$ cat config.mk
export PLATFORM = sky130hd
export DESIGN_NAME = regfile_wb_arbiter
export DESIGN_NICKNAME = d
export VERILOG_FILES = /design/src/rtl/regfile_wb_arbiter_pkg.sv /design/src/rtl/regfile_wb_arbiter_wb_scoreboard.sv /design/src/rtl/regfile_wb_arbiter.sv
export SDC_FILE = /design/constraint.sdc
export NUM_CORES = 1
export LEC_CHECK = 0
export BUFFER_PORTS_ARGS = -buffer_cell sky130_fd_sc_hd__buf_4
export CELL_PAD_IN_SITES_DETAIL_PLACEMENT = 0
export CELL_PAD_IN_SITES_GLOBAL_PLACEMENT = 2
export CORE_ASPECT_RATIO = 2
export CORE_MARGIN = 8
export CORE_UTILIZATION = 33
export DETAILED_ROUTE_END_ITERATION = 7
export PLACE_DENSITY_LB_ADDON = 0.1
export SLEW_MARGIN = 40
export SYNTH_ARGS = -nofsm -noshare
export SYNTH_HDL_FRONTEND = slang
export SYNTH_SLANG_ARGS = --single-unit
export TNS_END_PERCENT = 5
$ cat constraint.sdc
create_clock -name clk -period 3.8 [get_ports clk]
set_input_delay 0.57 -clock clk [delete_from_list [all_inputs] [get_ports clk]]
set_output_delay 0.57 -clock clk [all_outputs]
set_load 0.02 [all_outputs]
$ cat src/rtl/regfile_wb_arbiter_pkg.sv
// Shared types and sizes for the register-file write-back arbiter.
//   REG_ADDR_W : register address width
//   XLEN       : register data width
//   NUM_REGS   : number of architectural registers (x0 hardwired to zero)
//   wb_req_t   : one write-back request {valid, rd, data}
package regfile_wb_arbiter_pkg;

    localparam int unsigned REG_ADDR_W = 5;
    localparam int unsigned XLEN       = 32;
    localparam int unsigned NUM_REGS   = 32;

    typedef struct packed {
        logic                  valid;
        logic [REG_ADDR_W-1:0] rd;
        logic [XLEN-1:0]       data;
    } wb_req_t;

endpackage

$ cat src/rtl/regfile_wb_arbiter_wb_scoreboard.sv
// Pending-write scoreboard: one bit per register, set at issue, cleared at commit.
//   clk, rst                : clock, async active-high reset
//   issue_valid/issue_rd    : instruction in decode that will write issue_rd
//   issue_ready             : no write to issue_rd is outstanding (WAW guard)
//   rs1, rs2                : decode source registers
//   hazard1, hazard2        : the matching source has an outstanding write
//   clr_valid/clr_rd        : register-file commit this cycle
module regfile_wb_arbiter_wb_scoreboard
    import regfile_wb_arbiter_pkg::*;
(
    input  logic                  clk,
    input  logic                  rst,
    input  logic                  issue_valid,
    input  logic [REG_ADDR_W-1:0] issue_rd,
    output logic                  issue_ready,
    input  logic [REG_ADDR_W-1:0] rs1,
    input  logic [REG_ADDR_W-1:0] rs2,
    output logic                  hazard1,
    output logic                  hazard2,
    input  logic                  clr_valid,
    input  logic [REG_ADDR_W-1:0] clr_rd
);

    logic [NUM_REGS-1:0] pending_q;
    logic [NUM_REGS-1:0] pending_d;
    logic                set_en;

    // Lookups and next pending vector; set is applied after clear so it wins.
    always_comb begin
        issue_ready = (issue_rd == '0) | ~pending_q[issue_rd];
        hazard1     = pending_q[rs1];
        hazard2     = pending_q[rs2];
        set_en      = issue_valid & issue_ready & (issue_rd != '0);
        pending_d   = pending_q;
        if (clr_valid) begin
            pending_d[clr_rd] = 1'b0;
        end
        if (set_en) begin
            pending_d[issue_rd] = 1'b1;
        end
        pending_d[0] = 1'b0;
    end

    always_ff @(posedge clk or posedge rst) begin
        if (rst) begin
            pending_q <= '0;
        end else begin
            pending_q <= pending_d;
        end
    end

endmodule

$ cat src/rtl/regfile_wb_arbiter.sv
// Shares the register-file write port between the ALU (req0) and LSU (req1).
// ALU has fixed priority; after STARVE_MAX waiting cycles the LSU wins.
//   clk, rst                         : clock, async active-high reset
//   req0_valid/ready/rd/data         : ALU write-back handshake
//   req1_valid/ready/rd/data         : LSU write-back handshake
//   issue_valid/issue_rd/issue_ready : decode WAW check against pending writes
//   rs1, rs2, hazard1, hazard2       : decode RAW check
//   reg_wr, wr_reg, wr_data          : registered register-file write port
module regfile_wb_arbiter
    import regfile_wb_arbiter_pkg::*;
#(
    parameter int unsigned STARVE_MAX = 3,
    parameter int unsigned CNT_W      = 4
) (
    input  logic                  clk,
    input  logic                  rst,
    input  logic                  req0_valid,
    output logic                  req0_ready,
    input  logic [REG_ADDR_W-1:0] req0_rd,
    input  logic [XLEN-1:0]       req0_data,
    input  logic                  req1_valid,
    output logic                  req1_ready,
    input  logic [REG_ADDR_W-1:0] req1_rd,
    input  logic [XLEN-1:0]       req1_data,
    input  logic                  issue_valid,
    input  logic [REG_ADDR_W-1:0] issue_rd,
    output logic                  issue_ready,
    input  logic [REG_ADDR_W-1:0] rs1,
    input  logic [REG_ADDR_W-1:0] rs2,
    output logic                  hazard1,
    output logic                  hazard2,
    output logic                  reg_wr,
    output logic [REG_ADDR_W-1:0] wr_reg,
    output logic [XLEN-1:0]       wr_data
);

    localparam logic [CNT_W-1:0] CNT_SAT = '1;

    logic [CNT_W-1:0] starve_cnt;
    logic             force_req1;
    wb_req_t          req0;
    wb_req_t          req1;
    wb_req_t          grant;

    // Grant: LSU wins when forced or when the ALU is idle.
    always_comb begin
        req0       = '{valid: req0_valid, rd: req0_rd, data: req0_data};
        req1       = '{valid: req1_valid, rd: req1_rd, data: req1_data};
        force_req1 = (starve_cnt >= CNT_W'(STARVE_MAX));
        req1_ready = req1.valid & (force_req1 | ~req0.valid);
        req0_ready = req0.valid & ~req1_ready;
        grant       = req1_ready ? req1 : req0;
        grant.valid = req0_ready | req1_ready;
    end

    // Consecutive cycles the LSU has been kept waiting.
    always_ff @(posedge clk or posedge rst) begin
        if (rst) begin
            starve_cnt <= '0;
        end else if (!req1_valid || req1_ready) begin
            starve_cnt <= '0;
        end else if (starve_cnt != CNT_SAT) begin
            starve_cnt <= starve_cnt + CNT_W'(1);
        end
    end

    // Write port: address/data follow every transfer; x0 writes are not enabled.
    always_ff @(posedge clk or posedge rst) begin
        if (rst) begin
            reg_wr  <= 1'b0;
            wr_reg  <= '0;
            wr_data <= '0;
        end else begin
            reg_wr <= grant.valid & (grant.rd != '0);
            if (grant.valid) begin
                wr_reg  <= grant.rd;
                wr_data <= grant.data;
            end
        end
    end

    regfile_wb_arbiter_wb_scoreboard u_wb_scoreboard (
        .clk         (clk),
        .rst         (rst),
        .issue_valid (issue_valid),
        .issue_rd    (issue_rd),
        .issue_ready (issue_ready),
        .rs1         (rs1),
        .rs2         (rs2),
        .hazard1     (hazard1),
        .hazard2     (hazard2),
        .clr_valid   (reg_wr),
        .clr_rd      (wr_reg)
    );

endmodule

==> impl_metrics.yaml, run 1 <==
detailed_routing:
  wl_per_cell_um: 21.6
  first_pass_iters: 5
  route.vias.total: 3599
  vias_per_cell: 5.48
  drc: 0
  drtIter0Drc: 116
  ant_nets: 0
  routed_wirelength_um: 14200
finish:
  multi_input_area_mm2: 0.00213
  nNetsFinal: 600
  finalCoreUtilization_pct: 45.2
  drive_gt1_share_pct: 34.1
  final_cell_mix: "buf_4, dfrtp_1, o21ai_0"
  largest_reg_flops: 32
  final.fill_count: 1215
  stdcell_count: 657
  seq_area_mm2: 0.00183
  antenna_cells: 0
  area_growth_pct: 33.7
  mostFrequentLayoutCell: "buf_4"
sta:
  skew_ns: 0.00527
  final_max_slew_viol_count: 0
  final-hold-violation-count: 0
  hold-worst-slack_ns: 0.415
  setup_tns_ns: 0
  clock.fmax_ghz: 0.338
  rsz0062_at_grt: "no"
  post-route-period-util_pct: 78.0
  setup_violations: 0
  slew_headroom_pct: 52.8
  worst_pin_slew_ns: 0.709
  finalCriticalPeriod_ns: 2.96
worst_setup_path:
  slowest_delay_ns: 0.68
  cp_slowest_cell: "nand2b_2"
  crit_family: "simple AND/OR/NAND/NOR gates"
  critical_path_buf_inv_count: 1
  path_class: "flop to output pin"
  start_kind: "flop"
  reg2reg_from: "starve_cnt[0]"
  path_cells: "ha_1 -> nor4b_1 -> nand2b_2 -> and2_1 -> buf_4"
  worstSetupStartpoint: "starve_cnt[0]"
  crit_path_max_fanout: 35
  cp.arrival_ns: 2.39
  end_kind: "output pin"
  crit_required_ns: 3.23
synthesis:
  synth_seq_cells: 73
  postSynth.asyncResetShare_pct: 100
  synth_edf_count: 0
  synth_area_leader_cell: "dfrtp_1"
  yosys.cell_types.count: 38
  ys_warn_count: 0
  synth-main-ff-cell: "dfrtp_1"
  syn-instance-count: 382
  netlist_area_mm2: 0.00410
  synth_top_area_share_pct: 44.6
  avgSynthCellArea_um2: 10.7
  synth-seq-area-share_pct: 44.6
  synthTopCellsByArea: "dfrtp_1, mux2i_1, o21ai_0"
grt:
  grt.overflow.total: 0
  grt_max_degree: 74
  grt_usage_pct: 17.7
  antenna_found_initial: 0
  grt_pass1_wl_um: 21700
  grt_pass1_vias: 3941
power_and_ir_drop:
  total_power_uw: 2930
  power.density_mw_per_mm2: 535
  peakVddDrop_mv: 0.245
  p_leak_uw: 0.00247
floorplan:
  start_util_pct: 33.8
  rows: 57
  die_w_um: 94.8
  num_io_pins: 137
  dieArea_mm2: 0.0164
  coreArea_mm2: 0.0121
  die_y_um: 174
clock_network:
  ctsRootBufferMaster: "clkbuf_16"
  cts_tree: "done"
  cts.sinks: 73
  clk_latency_ns: 0.33
  clockBufferDepth: 2
  h-tree-depth: 3
  cts_buffers: 9
  cts_setup_buffers: 0
  cts_resized: 0
  clkTransAtPathRegs_ns: 0.05
  holdBufCountCts: 0
place:
  routabilityCongestion: 0.962
  port_buffers: 136
  place_inst: 641
  post-dp-hpwl_um: 11200
status:
  status: "completed"
job:
  cap_violations: 0
min_path:
  hp-class: "input pin to asynchronous set/reset pin"
## power breakdown
group | switching, µW | internal [µW] | total (µW) | leakage (µW)
registers | 245 | 984 | 1230 | 0.000838
clock network | 307 | 474 | 782 | 0.000139
logic | 436 | 482 | 918 | 0.00150
## cell usage after synthesis, types with 3 or more instances
library cell / count
dfrtp_1: 73
o21ai_0: 58
mux2i_1: 51
nor2_1: 42
a21oi_1: 37
clkbuf_1: 19
mux4_1: 10
mux4_2: 10
nand3_1: 8
nand3b_1: 8
nand2_1: 7
buf_2: 6
mux2_2: 5
o31ai_1: 5
inv_1: 4
or3b_2: 4
and2_1: 3
## final cells by class
class / count / area share, %
clock buffer: 13 / 4.75
clock inverter: 3 / 0.274
inverter: 4 / 0.274
multi-input combinational: 278 / 38.9
sequential: 73 / 33.4
tap: 147 / 3.36
timing repair buffer: 139 / 19.1
## cells by family (layout without fill, tap and decap cells)
logic type,Yosys count,in the layout,synth area share (%)
muxes,76,76,25.8
adders and majority gates,1,1,0.305
and+or+nand+nor,90,90,11.4
AOI/OAI and AO/OA,109,109,14.2
other,1,2,0.0916
DFF,73,73,44.6
buffers and inverters,32,159,3.57
## routing by layer
layer,track usage (%),wire length (µm),vias up
met5,0,0,-
met4,12.8,867,0
met3,5.86,1010,47
met2,32.3,7930,156
met1,15.0,4370,1723
li1,-,-,1673
## metrics by stage
step | area [µm²] | setup WS [ns]
final | 5480 | 0.837
after global routing | 5480 | 0.587
after CTS | 5480 | 0.758
after detailed placement | 5200 | 1.03
after global placement | 5200 | 1.05
after floorplan | 4100 | 0.967
## worst paths after layout
kind	endpoint	depth (start not counted)	slack [ns]
min reg2reg	starve_cnt[0]	1	0.44
max	req0_ready	5	0.84
min	wr_data[25]	3	0.41
min in group clk	starve_cnt[0]	1	0.44
max reg2reg	reg_wr	6	1.23
max in group asynchronous	wr_data[9]	3	2.90
## worst reg2reg max path, cell delays in order, from the launching register on
cell      delay [ns]
dfrtp_1         0.38
ha_1            0.20
nor4b_1         0.45
nand2b_2        0.68
buf_4           0.52
o211ai_1        0.17
o21ai_0         0.11
Note: power is estimated with default switching activity, not from simulation.
==> run 2: changes to the inputs <==
--- a/config.mk
+++ b/config.mk
@@ -10,7 +10,7 @@
 export CELL_PAD_IN_SITES_GLOBAL_PLACEMENT = 2
 export CORE_ASPECT_RATIO = 2
 export CORE_MARGIN = 8
-export CORE_UTILIZATION = 33
+export CORE_UTILIZATION = 31
 export DETAILED_ROUTE_END_ITERATION = 7
 export PLACE_DENSITY_LB_ADDON = 0.1
 export SLEW_MARGIN = 40
==> constraint.sdc (replaced) <==
create_clock -name clk -period 3 [get_ports clk]
set_input_delay 0.45 -clock clk [delete_from_list [all_inputs] [get_ports clk]]
set_output_delay 0.45 -clock clk [all_outputs]
set_load 0.02 [all_outputs]
==> impl_metrics.yaml, run 2 (synthesis gave the netlist of run 1 again) <==
clock_network:
  cts_resized: 0
  cts.sinks: 73
  holdBufCountCts: 0
  cts_setup_buffers: 0
  clkTransAtPathRegs_ns: 0.06
  cts_tree: "done"
  clk_latency_ns: 0.33
  ctsRootBufferMaster: "clkbuf_16"
  cts_buffers: 9
  h-tree-depth: 3
  clockBufferDepth: 2
finish:
  largest_reg_flops: 32
  antenna_cells: 0
  seq_area_mm2: 0.00183
  final_cell_mix: "buf_4, dfrtp_1, o21ai_0"
  stdcell_count: 664
  nNetsFinal: 603
  area_growth_pct: 34.7
  finalCoreUtilization_pct: 42.5
  final.fill_count: 1296
  multi_input_area_mm2: 0.00213
  mostFrequentLayoutCell: "buf_4"
  drive_gt1_share_pct: 34.4
detailed_routing:
  first_pass_iters: 4
  vias_per_cell: 5.42
  drtIter0Drc: 194
  wl_per_cell_um: 21.2
  drc: 0
  routed_wirelength_um: 14000
  route.vias.total: 3601
  ant_nets: 0
power_and_ir_drop:
  p_leak_uw: 0.00249
  switching_share_pct: 32.6
  total_power_uw: 3700
  p_sw_uw: 1210
  power.density_mw_per_mm2: 671
  pwr-share-comb_pct: 31.5
  peakVddDrop_mv: 0.326
  p_int_uw: 2500
  p_seq_share_pct: 41.0
  clock_power_share_pct: 27.5
job:
  cap_violations: 0
worst_setup_path:
  cp.arrival_ns: 2.19
  crit_required_ns: 2.55
  cp_slowest_cell: "mux4_1"
  path_cells: "mux4_1 -> mux4_2 -> mux2_2 -> buf_4"
  path_class: "flop to output pin"
  start_kind: "flop"
  end_kind: "output pin"
  slowest_delay_ns: 0.53
  crit_path_max_fanout: 4
grt:
  grt.overflow.total: 0
  antenna_found_initial: 0
  grt_pass1_wl_um: 21800
  grt_usage_pct: 16.0
  grt_pass1_vias: 3945
  grt_max_degree: 47
sta:
  rsz0062_at_grt: "no"
  clock.fmax_ghz: 0.379
  finalCriticalPeriod_ns: 2.64
  final_max_slew_viol_count: 0
  final-hold-violation-count: 0
  setup_tns_ns: 0
  post-route-period-util_pct: 87.9
  skew_ns: 0.00635
  hold-worst-slack_ns: 0.133
  setup_violations: 0
floorplan:
  die_w_um: 97.3
  coreArea_mm2: 0.0130
  die_y_um: 179
  dieArea_mm2: 0.0174
  num_io_pins: 137
  rows: 59
  start_util_pct: 31.5
status:
  status: "completed"
min_path:
  hp-class: "input pin to asynchronous set/reset pin"
place:
  place_inst: 649
  port_buffers: 136
  routabilityCongestion: 0.811
  post-dp-hpwl_um: 11200
-- run 2: cell count changes in the layout (fill, tap and decap cells not counted) --
cell,before,now
buf_12,0,1
buf_4,138,141
buf_6,1,0
bufinv_16,0,1
clkbuf_8,2,0
-- run 2: metal layers --
metal  global-route usage [%]  share of wire [%]  vias up
met5                        0                  0        -
met4                     7.82                3.0        0
met3                     4.46                5.9       21
met2                     31.3                 58      112
met1                     14.6                 33     1786
li1                         -                  -     1682
-- run 2: cell type report --
type | count | share of cell area (%)
Inverter | 4 | 0.272
Clock inverter | 4 | 0.817
Clock buffer | 11 | 4.22
Timing Repair Buffer | 142 | 19.6
Tap cell | 152 | 3.45
Sequential cell | 73 | 33.1
Multi-Input combinational cell | 278 | 38.6
-- run 2: power groups by stage --
stage / clock network, µW / registers [µW] / logic [µW]
global route: 1100 / 1560 / 1280
global placement: 0 / 1520 / 1150
detailed placement: 0 / 1530 / 1180
finish: 1020 / 1520 / 1170
CTS: 1050 / 1520 / 1180
floorplan: 0 / 1480 / 714
-- run 2: path summary, 6_finish.rpt --
| path | endpoint | depth (start not counted) | start | slack (ns) |
|---|---|---|---|---|
| max in group asynchronous | u_wb_scoreboard.pending_q[25] | 3 | rst | 2.22 |
| setup reg to reg | reg_wr | 6 | starve_cnt[0] | 0.89 |
| min in group clk | starve_cnt[0] | 3 | req1_valid | 0.36 |
| hold / removal | wr_data[22] | 2 | rst | 0.13 |
| setup / recovery | hazard1 | 4 | u_wb_scoreboard.pending_q[25] | 0.36 |
| hold reg to reg | starve_cnt[0] | 1 | starve_cnt[0] | 0.43 |
-- run 2: worst max-delay path, delay by kind of cell, from the launching register on --
kind	cells	cell delay (ns)
multiplexers	3	1.30
flip-flops	1	0.41
buffers and inverters	1	0.16
-- run 2: per-stage QoR --
stage                     area [µm²]  worst slack, ns
after floorplan                 4100            0.407
after detailed placement        5240            0.413
after global routing            5520            0.333
final                           5520            0.363
after global placement          5240            0.497
after CTS                       5520            0.341
